==> config.mk <==
export PLATFORM = sky130hd
export DESIGN_NAME = pe_bypass_ctrl
export DESIGN_NICKNAME = d
export VERILOG_FILES = /design/src/rtl/pe_bypass_ctrl.sv
export SDC_FILE = /design/constraint.sdc
export NUM_CORES = 1
export LEC_CHECK = 0
export ABC_AREA = 1
export CORE_ASPECT_RATIO = 0.6
export CORE_MARGIN = 2
export CORE_UTILIZATION = 40
export CTS_CLUSTER_DIAMETER = 150
export DETAILED_ROUTE_END_ITERATION = 12
export GPL_ROUTABILITY_DRIVEN = 0
export PLACE_DENSITY = 0.78
export SLEW_MARGIN = 10
export SYNTH_ARGS = -nofsm -noshare
export SYNTH_HDL_FRONTEND = slang
export SYNTH_SLANG_ARGS = --single-unit
==> constraint.sdc <==
create_clock -name iClk -period 2.2 [get_ports iClk]
set_clock_uncertainty 0.2 [all_clocks]
set_input_delay 0.22 -clock iClk [delete_from_list [all_inputs] [get_ports iClk]]
set_output_delay 0.22 -clock iClk [all_outputs]
set_load 0.005 [all_outputs]
==> src/rtl/pe_bypass_ctrl.sv <==
// ---------------------------------------------------------------------------
// pe_bypass_ctrl
//
// Per-PE operand bypass controller. Remembers the destination of the
// instruction currently in ID and compares it against the sources of the
// instruction issuing in IF. It produces:
//   - registered bypass enables/selects used by the bypass network in ID
//     (one cycle after the IF compare)
//   - a combinational load-use stall back to IF
//   - a saturating count of hazard-stall cycles
//
// Optional build macro:
//   PE_BP_MUL_STALL_EN  - MUL results are treated as 2-cycle. A MUL-sourced
//                         match stalls like a load and MUL is never forwarded.
//                         When undefined, MUL results are forwarded from EX.
//
// Parameters:
//   RF_IDX_W   register index width (default DEF_RF_INDEX_WIDTH = 5)
//   CNT_W      stall counter width
//
// Ports:
//   iClk, iReset               clock, asynchronous active-high reset
//   iIF_Valid                  IF holds a valid instruction
//   iIF_RF_Read_Addr_A/B       source register indices
//   iIF_Read_En_A/B            source actually used
//   iIF_Dest_Write             instruction writes the RF
//   iIF_Dest_Addr              destination index
//   iIF_Dest_Src               producing unit (ALU/MUL/LSU/SHADOW)
//   iStall                     external pipeline freeze
//   iFlush                     kill in-flight instructions
//   iStall_Count_Clr           synchronous counter clear
//   oIF_Stall                  load-use hazard (combinational)
//   oBP_Bypass_Read_A/B        operand taken from EX result (registered)
//   oBP_Bypass_Sel_A/B         EX source select (registered)
//   oStall_Count               saturating hazard-stall count
// ---------------------------------------------------------------------------
`ifndef DEF_RF_INDEX_WIDTH
`define DEF_RF_INDEX_WIDTH 5
`endif

module pe_bypass_ctrl #(
    parameter int RF_IDX_W = `DEF_RF_INDEX_WIDTH,
    parameter int CNT_W    = 16
) (
    input  logic                iClk,
    input  logic                iReset,
    input  logic                iIF_Valid,
    input  logic [RF_IDX_W-1:0] iIF_RF_Read_Addr_A,
    input  logic [RF_IDX_W-1:0] iIF_RF_Read_Addr_B,
    input  logic                iIF_Read_En_A,
    input  logic                iIF_Read_En_B,
    input  logic                iIF_Dest_Write,
    input  logic [RF_IDX_W-1:0] iIF_Dest_Addr,
    input  logic [1:0]          iIF_Dest_Src,
    input  logic                iStall,
    input  logic                iFlush,
    input  logic                iStall_Count_Clr,
    output logic                oIF_Stall,
    output logic                oBP_Bypass_Read_A,
    output logic                oBP_Bypass_Read_B,
    output logic [1:0]          oBP_Bypass_Sel_A,
    output logic [1:0]          oBP_Bypass_Sel_B,
    output logic [CNT_W-1:0]    oStall_Count
);

    // Producer encodings (SHADOW = 2'b11 is forwarded like ALU results)
    localparam logic [1:0] RISC24_BYPASS_SRC_ALU = 2'b00;
    localparam logic [1:0] RISC24_BYPASS_SRC_LSU = 2'b10;
`ifdef PE_BP_MUL_STALL_EN
    localparam logic [1:0] RISC24_BYPASS_SRC_MUL = 2'b01;
`endif

    // ID record: producer that will be in EX when the IF instruction is in ID
    logic                id_vld_q, id_vld_d;
    logic [RF_IDX_W-1:0] id_dst_q, id_dst_d;
    logic [1:0]          id_src_q, id_src_d;

    logic                rd_a_q, rd_a_d;
    logic                rd_b_q, rd_b_d;
    logic [1:0]          sel_a_q, sel_a_d;
    logic [1:0]          sel_b_q, sel_b_d;
    logic [CNT_W-1:0]    cnt_q, cnt_d;

    logic id_fwd_ok;
    logic match_a;
    logic match_b;
    logic stall_src;
    logic hazard;

    // r0/r1 are never forwarded, so a producer writing them is invisible here
    assign id_fwd_ok = id_vld_q && (id_dst_q > RF_IDX_W'(1));

    assign match_a = iIF_Valid && iIF_Read_En_A && id_fwd_ok &&
                     (id_dst_q == iIF_RF_Read_Addr_A);
    assign match_b = iIF_Valid && iIF_Read_En_B && id_fwd_ok &&
                     (id_dst_q == iIF_RF_Read_Addr_B);

    // Producers whose result is not ready at the end of EX
`ifdef PE_BP_MUL_STALL_EN
    assign stall_src = (id_src_q == RISC24_BYPASS_SRC_LSU) ||
                       (id_src_q == RISC24_BYPASS_SRC_MUL);
`else
    assign stall_src = (id_src_q == RISC24_BYPASS_SRC_LSU);
`endif

    assign hazard    = (match_a || match_b) && stall_src;
    assign oIF_Stall = hazard && !iFlush;

    always_comb begin
        id_vld_d = id_vld_q;
        id_dst_d = id_dst_q;
        id_src_d = id_src_q;
        rd_a_d   = rd_a_q;
        rd_b_d   = rd_b_q;
        sel_a_d  = sel_a_q;
        sel_b_d  = sel_b_q;

        if (iFlush) begin
            id_vld_d = 1'b0;
            rd_a_d   = 1'b0;
            rd_b_d   = 1'b0;
            sel_a_d  = RISC24_BYPASS_SRC_ALU;
            sel_b_d  = RISC24_BYPASS_SRC_ALU;
        end else if (!iStall) begin
            if (hazard) begin
                // Bubble: the consumer retries next cycle against an empty ID,
                // and the load reaches WB in time for RF write-port forwarding.
                id_vld_d = 1'b0;
                rd_a_d   = 1'b0;
                rd_b_d   = 1'b0;
                sel_a_d  = RISC24_BYPASS_SRC_ALU;
                sel_b_d  = RISC24_BYPASS_SRC_ALU;
            end else begin
                id_vld_d = iIF_Valid && iIF_Dest_Write;
                id_dst_d = iIF_Dest_Addr;
                id_src_d = iIF_Dest_Src;
                rd_a_d   = match_a;
                rd_b_d   = match_b;
                sel_a_d  = match_a ? id_src_q : RISC24_BYPASS_SRC_ALU;
                sel_b_d  = match_b ? id_src_q : RISC24_BYPASS_SRC_ALU;
            end
        end

        cnt_d = cnt_q;
        if (iStall_Count_Clr) begin
            cnt_d = '0;
        end else if (oIF_Stall && !iStall && (cnt_q != {CNT_W{1'b1}})) begin
            cnt_d = cnt_q + CNT_W'(1);
        end
    end

    always_ff @(posedge iClk or posedge iReset) begin
        if (iReset) begin
            id_vld_q <= 1'b0;
            id_dst_q <= '0;
            id_src_q <= RISC24_BYPASS_SRC_ALU;
            rd_a_q   <= 1'b0;
            rd_b_q   <= 1'b0;
            sel_a_q  <= RISC24_BYPASS_SRC_ALU;
            sel_b_q  <= RISC24_BYPASS_SRC_ALU;
            cnt_q    <= '0;
        end else begin
            id_vld_q <= id_vld_d;
            id_dst_q <= id_dst_d;
            id_src_q <= id_src_d;
            rd_a_q   <= rd_a_d;
            rd_b_q   <= rd_b_d;
            sel_a_q  <= sel_a_d;
            sel_b_q  <= sel_b_d;
            cnt_q    <= cnt_d;
        end
    end

    assign oBP_Bypass_Read_A = rd_a_q;
    assign oBP_Bypass_Read_B = rd_b_q;
    assign oBP_Bypass_Sel_A  = sel_a_q;
    assign oBP_Bypass_Sel_B  = sel_b_q;
    assign oStall_Count      = cnt_q;

endmodule

* Yosys cells after proc, flatten, opt, wreduce, memory -nomap -nowiden
Index checks and enable logic that the tools add are counted.
** Storage, ports and cells
- Register bits after elaboration :: 30
- Output and inout port bits :: 23
- Logic and storage cells :: 54
** Operators by class
- Add/sub/neg operators :: 1
- Magnitude comparators :: 1
- Equality and inequality tests :: 5
- Mux-type cells :: 19
- Bitwise gates (word level) :: 3
- Reduce and logical (&&, ||, !) cells :: 17
** Operators with widths (count)
- $mux 16 :: 2
- $add 16x1->16 const B :: 1
- $mux 2 :: 8
- $ne 16x16->1 const B :: 1
- $logic_and 1x1->1 :: 12
- $eq 5x5->1 :: 2
- $mux 1 :: 9
- $gt 5x1->1 const B :: 1
- $not 1->1 :: 3
- $reduce_and 3->1 :: 1
- $eq 2x2->1 const B :: 1
- $logic_not 1->1 :: 2
- $ne 2x1->1 const B :: 1
- $reduce_bool 2->1 :: 1
- $logic_or 1x1->1 :: 1

* Logic depth before layout (Yosys ltp)
- Depth in word-level cells :: 11
- Mapped depth :: 13
- Gate-level depth less buffers :: 12

* Least setup slack after synthesis
Ideal clock, no wire load.
- Kind :: register to register
- Start :: reg cnt_q[0] (netlist: oStall_Count[0])
- End :: reg cnt_q[2] (netlist: oStall_Count[2])
- Setup time :: 117 ps
- Arrival :: 1518 ps
- Required time :: 1883 ps
- Slack :: 365 ps
- Cell stages (with the launch flop) :: 12
- Buffers on the path :: 1
- Period minus slack after synthesis :: 1835 ps
- Path through :: dfrtp_1 ha_1 nand2_2 nor2_2 nand2_1 nor2_2 nand4_2 nand2_2 nor2_4 buf_12 nand3_2 nand2_1
** Between the ends
- Cells in the longest elaborated chain, start to end :: 3
** Ends and longest elaborated chain
- start, declared :: RTL line 82 : logic [CNT_W-1:0] cnt_q, cnt_d;
- start signal, assigned :: RTL line 170 : cnt_q <= cnt_d;
- $add 16x1->16 or $ne 16x16->1 (tied branches) :: RTL line 148, 147
- $mux 16 or $logic_and 1x1->1 (tied branches) :: RTL line 147 : end else if (oIF_Stall && !iStall && (cnt_q != {CNT_W{1'b1}})) begin
- $mux 16 or $reduce_bool 2->1 (tied branches)
Parallel ways exist; a longest one is shown, timed or not. The select of a mux whose other input is x is not followed.
A chain may end at the register's enable or synchronous reset.

* Final worst setup path
- Start :: reg id_dst_q[3]
- End :: out oIF_Stall
** Between the ends
- Cells in the longest elaborated chain, start to end :: 7
** Ends and longest elaborated chain
- start, declared :: RTL line 75 : logic [RF_IDX_W-1:0] id_dst_q, id_dst_d;
- start signal, assigned :: RTL line 164 : id_dst_q <= id_dst_d;
- $gt 5x1->1 :: RTL line 91 : assign id_fwd_ok = id_vld_q && (id_dst_q > RF_IDX_W'(1));
- $logic_and 1x1->1 :: RTL line 91
- $logic_and 1x1->1, on equally long branches (2 in series) :: RTL line 93, 95
- $logic_or 1x1->1 (*) :: RTL line 106 : assign hazard = (match_a || match_b) && stall_src;
- $logic_and 1x1->1 (*) :: RTL line 106
- $logic_and 1x1->1 (*) :: RTL line 107 : assign oIF_Stall = hazard && !iFlush;
- end, declared :: RTL line 58 : output logic oIF_Stall,
Every way passes the cells marked *; elsewhere a longest branch is shown, timed or not.

==> run_results.csv <==
group,metric,value,unit
placed_design,dp_hpwl,3.70,mm
synth,synth-compound-area-share,3.62,%
setup_path,reg2reg_from,"id_dst_q[4]",
floorplanning,core,4660,um2
run,cap_violations,0,
synth,synthAdderAreaFrac,0.636,%
synth,yosys.area_share.simple,41.0,%
floorplanning,die_y,58.3,um
global_route,gr-total-overflow,0,
global_route,antenna_found_initial,0,
routing,vias,1969,
setup_path,r2r_end,"oBP_Bypass_Sel_B[1]",
synth,muxShareOfSynthArea,0,%
timing,hold_viol,0,
synth,netlist_area,1970,um2
final_layout,fin_util,59.6,%
routing,postRouteWirelength,5.09,mm
synth,synth_cell_types,29,
floorplanning,start_util,42.2,%
clock_tree,numCtsBuffers,5,
clock_tree,clock_sinks,30,
power,leakage,1.38,nW
timing,hold_ws,0.111,ns
floorplanning,pin_count,49,
setup_path,crit_arrival,1.73,ns
final_layout,nets,362,
global_route,grt_pass1_wl,8.38,mm
clock_tree,cts_max_level,2,
setup_path,start_kind,"flip-flop",
timing,worst_pin_slew,0.459,ns
setup_path,r2r.worst_path.cells,13,
synth,yosysSeqAreaShare,38.1,%
final_layout,multi_input_area,1030,um2
clock_tree,clock_path_buffers,2,
final_layout,seq_area,751,um2
synth,ys_ff_latch,30,
synth,synth_cells,265,
setup_path,worstSetupPathType,"flip-flop to primary output",
final_layout,drive_gt1_share,19.0,%
min_path,hp-class,"primary input to async pin",
floorplanning,die_x,94.6,um
routing,vias_per_cell,4.93,
final_layout,post-route-cell-area,2780,um2
clock_tree,clk_pin_slew,0.07,ns
synth,yosys_warnings,0,
power,vdd_drop_max,0.205,mV
floorplanning,placementRows,19,
placed_design,portBuffers,48,
global_route,grt_start_max_net_pins,33,
run_status,status,"finished, final reports clean",
synth,synth_area_per_cell,7.43,um2
synth,synth_nets,292,
routing,detail-route-antenna-nets,0,
global_route,grt_pass1_vias,1769,
timing,final.period_utilization,97.6,%
clock_tree,cts_tree,"done",
timing,setup_viol,0,
synth,synth_top_family_by_area,"simple AND/OR/NAND/NOR gates",
routing,drc,0,
routing,avgRoutedWirePerCell,12.8,um
setup_path,worstPathMaxFanout,4,
global_route,grtUsageTotal,20.2,%
setup_path,critPathRequiredTime,1.78,ns
timing,slew_violations,0,
timing,min_period,2.15,ns
clock_tree,root_buffer,"clkbuf_8",
routing,dr.first_iter.drc_count,158,
power,power_density,470,nW/um2
final_layout,synthToLayoutAreaGrowth,41.0,%
synth,synth_xor_area_share,6.23,%
final_layout,num-fill-cells,432,
final_layout,num_antenna_cells,0,
floorplanning,die-area,5520,um2
setup_path,cp-end-kind,"primary output",
placed_design,postPlaceCellArea,2560,um2
timing,slew-limit-headroom,69.3,%
routing,firstDrtPassIters,5,
clock_tree,clock_latency,0.29,ns
setup_path,r2r_slack,0.11,ns
timing,max_freq,466,MHz
per-layer routing:
metal  track usage [%]  wire [um]
met5                 0          0
met2              28.7       2160
met1              30.8       2430
met3              4.10        427
met4              7.04         72
placed cells by master, fill, tap and decap left out, drive strengths merged:
master | Yosys | layout
nand3 | 51 | 51
buf | 4 | 22
o21ai | 5 | 5
nor2 | 32 | 32
nand4 | 4 | 4
inv | 37 | 37
ha | 1 | 1
nand2 | 72 | 72
nor3 | 3 | 3
xnor2 | 2 | 2
clkbuf | 3 | 8
a21oi | 7 | 7
clkdlybuf4s50 | 0 | 47
o31ai | 1 | 1
clkinv | 1 | 1
xor2 | 12 | 12
dfrtp | 30 | 30
clkdlybuf4s15 | 0 | 1
worst max-delay path by stage:
stage / start / end / slack, ns / depth (start not counted)
floorplan: oStall_Count[0] / oStall_Count[2] / 0.36 / 11
global placement: iIF_Valid / oIF_Stall / -0.06 / 10
detailed placement: iIF_Valid / oIF_Stall / -0.09 / 10
CTS: id_dst_q[4] / oBP_Bypass_Sel_B[1] / 0.06 / 14
global route: id_dst_q[4] / oIF_Stall / -0.03 / 11
finish: id_dst_q[3] / oIF_Stall / 0.05 / 10
stage by stage:
step	setup TNS, ns	std cells	worst slack, ns	power [mW]
floorplan	0	265	0.365	0.686
global placement	-0.0589	380	-0.0589	0.762
detailed placement	-0.0929	380	-0.0904	0.766
CTS	0	398	0.0646	1.30
global route	-0.0299	399	-0.0299	1.36
finish	0	399	0.0532	1.30
repair_timing:
item,CTS,global route
pin swaps,2,5
gates resized for setup,3,8
setup endpoints to repair,1,3
buffers inserted,10,2
hold buffers,0,0
report_power, final:
part	switching, mW	internal [mW]	leakage (nW)	total, mW
Sequential	0.0190	0.569	0.399	0.588
Clock	0.209	0.316	0.0575	0.524
Combinational	0.103	0.0895	0.922	0.192
Total	0.331	0.974	1.38	1.30
final cells by class:
| type | count | share of cell area (%) |
|---|---|---|
| multi-input combinational | 190 | 37.2 |
| sequential | 30 | 27.1 |
| timing repair buffer | 70 | 23.9 |
| inverter | 38 | 5.14 |
| clock buffer | 8 | 3.97 |
| tap | 63 | 2.84 |
kinds of logic after synthesis:
| kind of cell | count (synthesis) |
|---|---|
| AO/OA/AOI/OAI | 13 |
| XOR/XNOR | 14 |
| adder cells (fa/ha/maj) | 1 |
| flip-flops | 30 |
| AND/OR/NAND/NOR | 162 |
| buffers and inverters | 45 |
synthesized netlist by cell type:
cell type,n,area [um2]
a21oi_1,6,30.0
a21oi_2,1,8.76
buf_12,1,20.0
buf_4,2,15.0
buf_6,1,11.3
clkbuf_1,2,7.51
clkbuf_4,1,7.51
clkinv_1,1,3.75
dfrtp_1,30,751
ha_1,1,12.5
inv_1,34,128
inv_2,3,11.3
nand2_1,66,248
nand2_2,5,31.3
nand2_4,1,11.3
nand3_1,40,200
nand3_2,10,100
nand3_4,1,17.5
nand4_1,2,12.5
nand4_2,1,12.5
nand4_4,1,21.3
nor2_1,27,101
nor2_2,4,25.0
nor2_4,1,11.3
nor3_1,3,15.0
o21ai_0,5,25.0
o31ai_1,1,7.51
xnor2_1,2,17.5
xor2_1,12,105
worst max-delay path, stage by stage, from the launching register on:
cell	delay (ns)
dfrtp_1	0.47
nor2_2	0.07
nand2_1	0.09
nand2_2	0.08
buf_4	0.14
nor2_2	0.10
nand2_2	0.08
nand2_4	0.07
nand3_4	0.07
inv_1	0.07
clkdlybuf4s15_1	0.19
sequential cells by signal, indices dropped and copies added (netlist names):
register           flops
id_vld_q               1
oBP_Bypass_Sel_B       2
oBP_Bypass_Read_B      1
id_dst_q               5
oBP_Bypass_Sel_A       2
oBP_Bypass_Read_A      1
id_src_q               2
oStall_Count          16
Note: power is estimated with default switching activity, not from simulation.
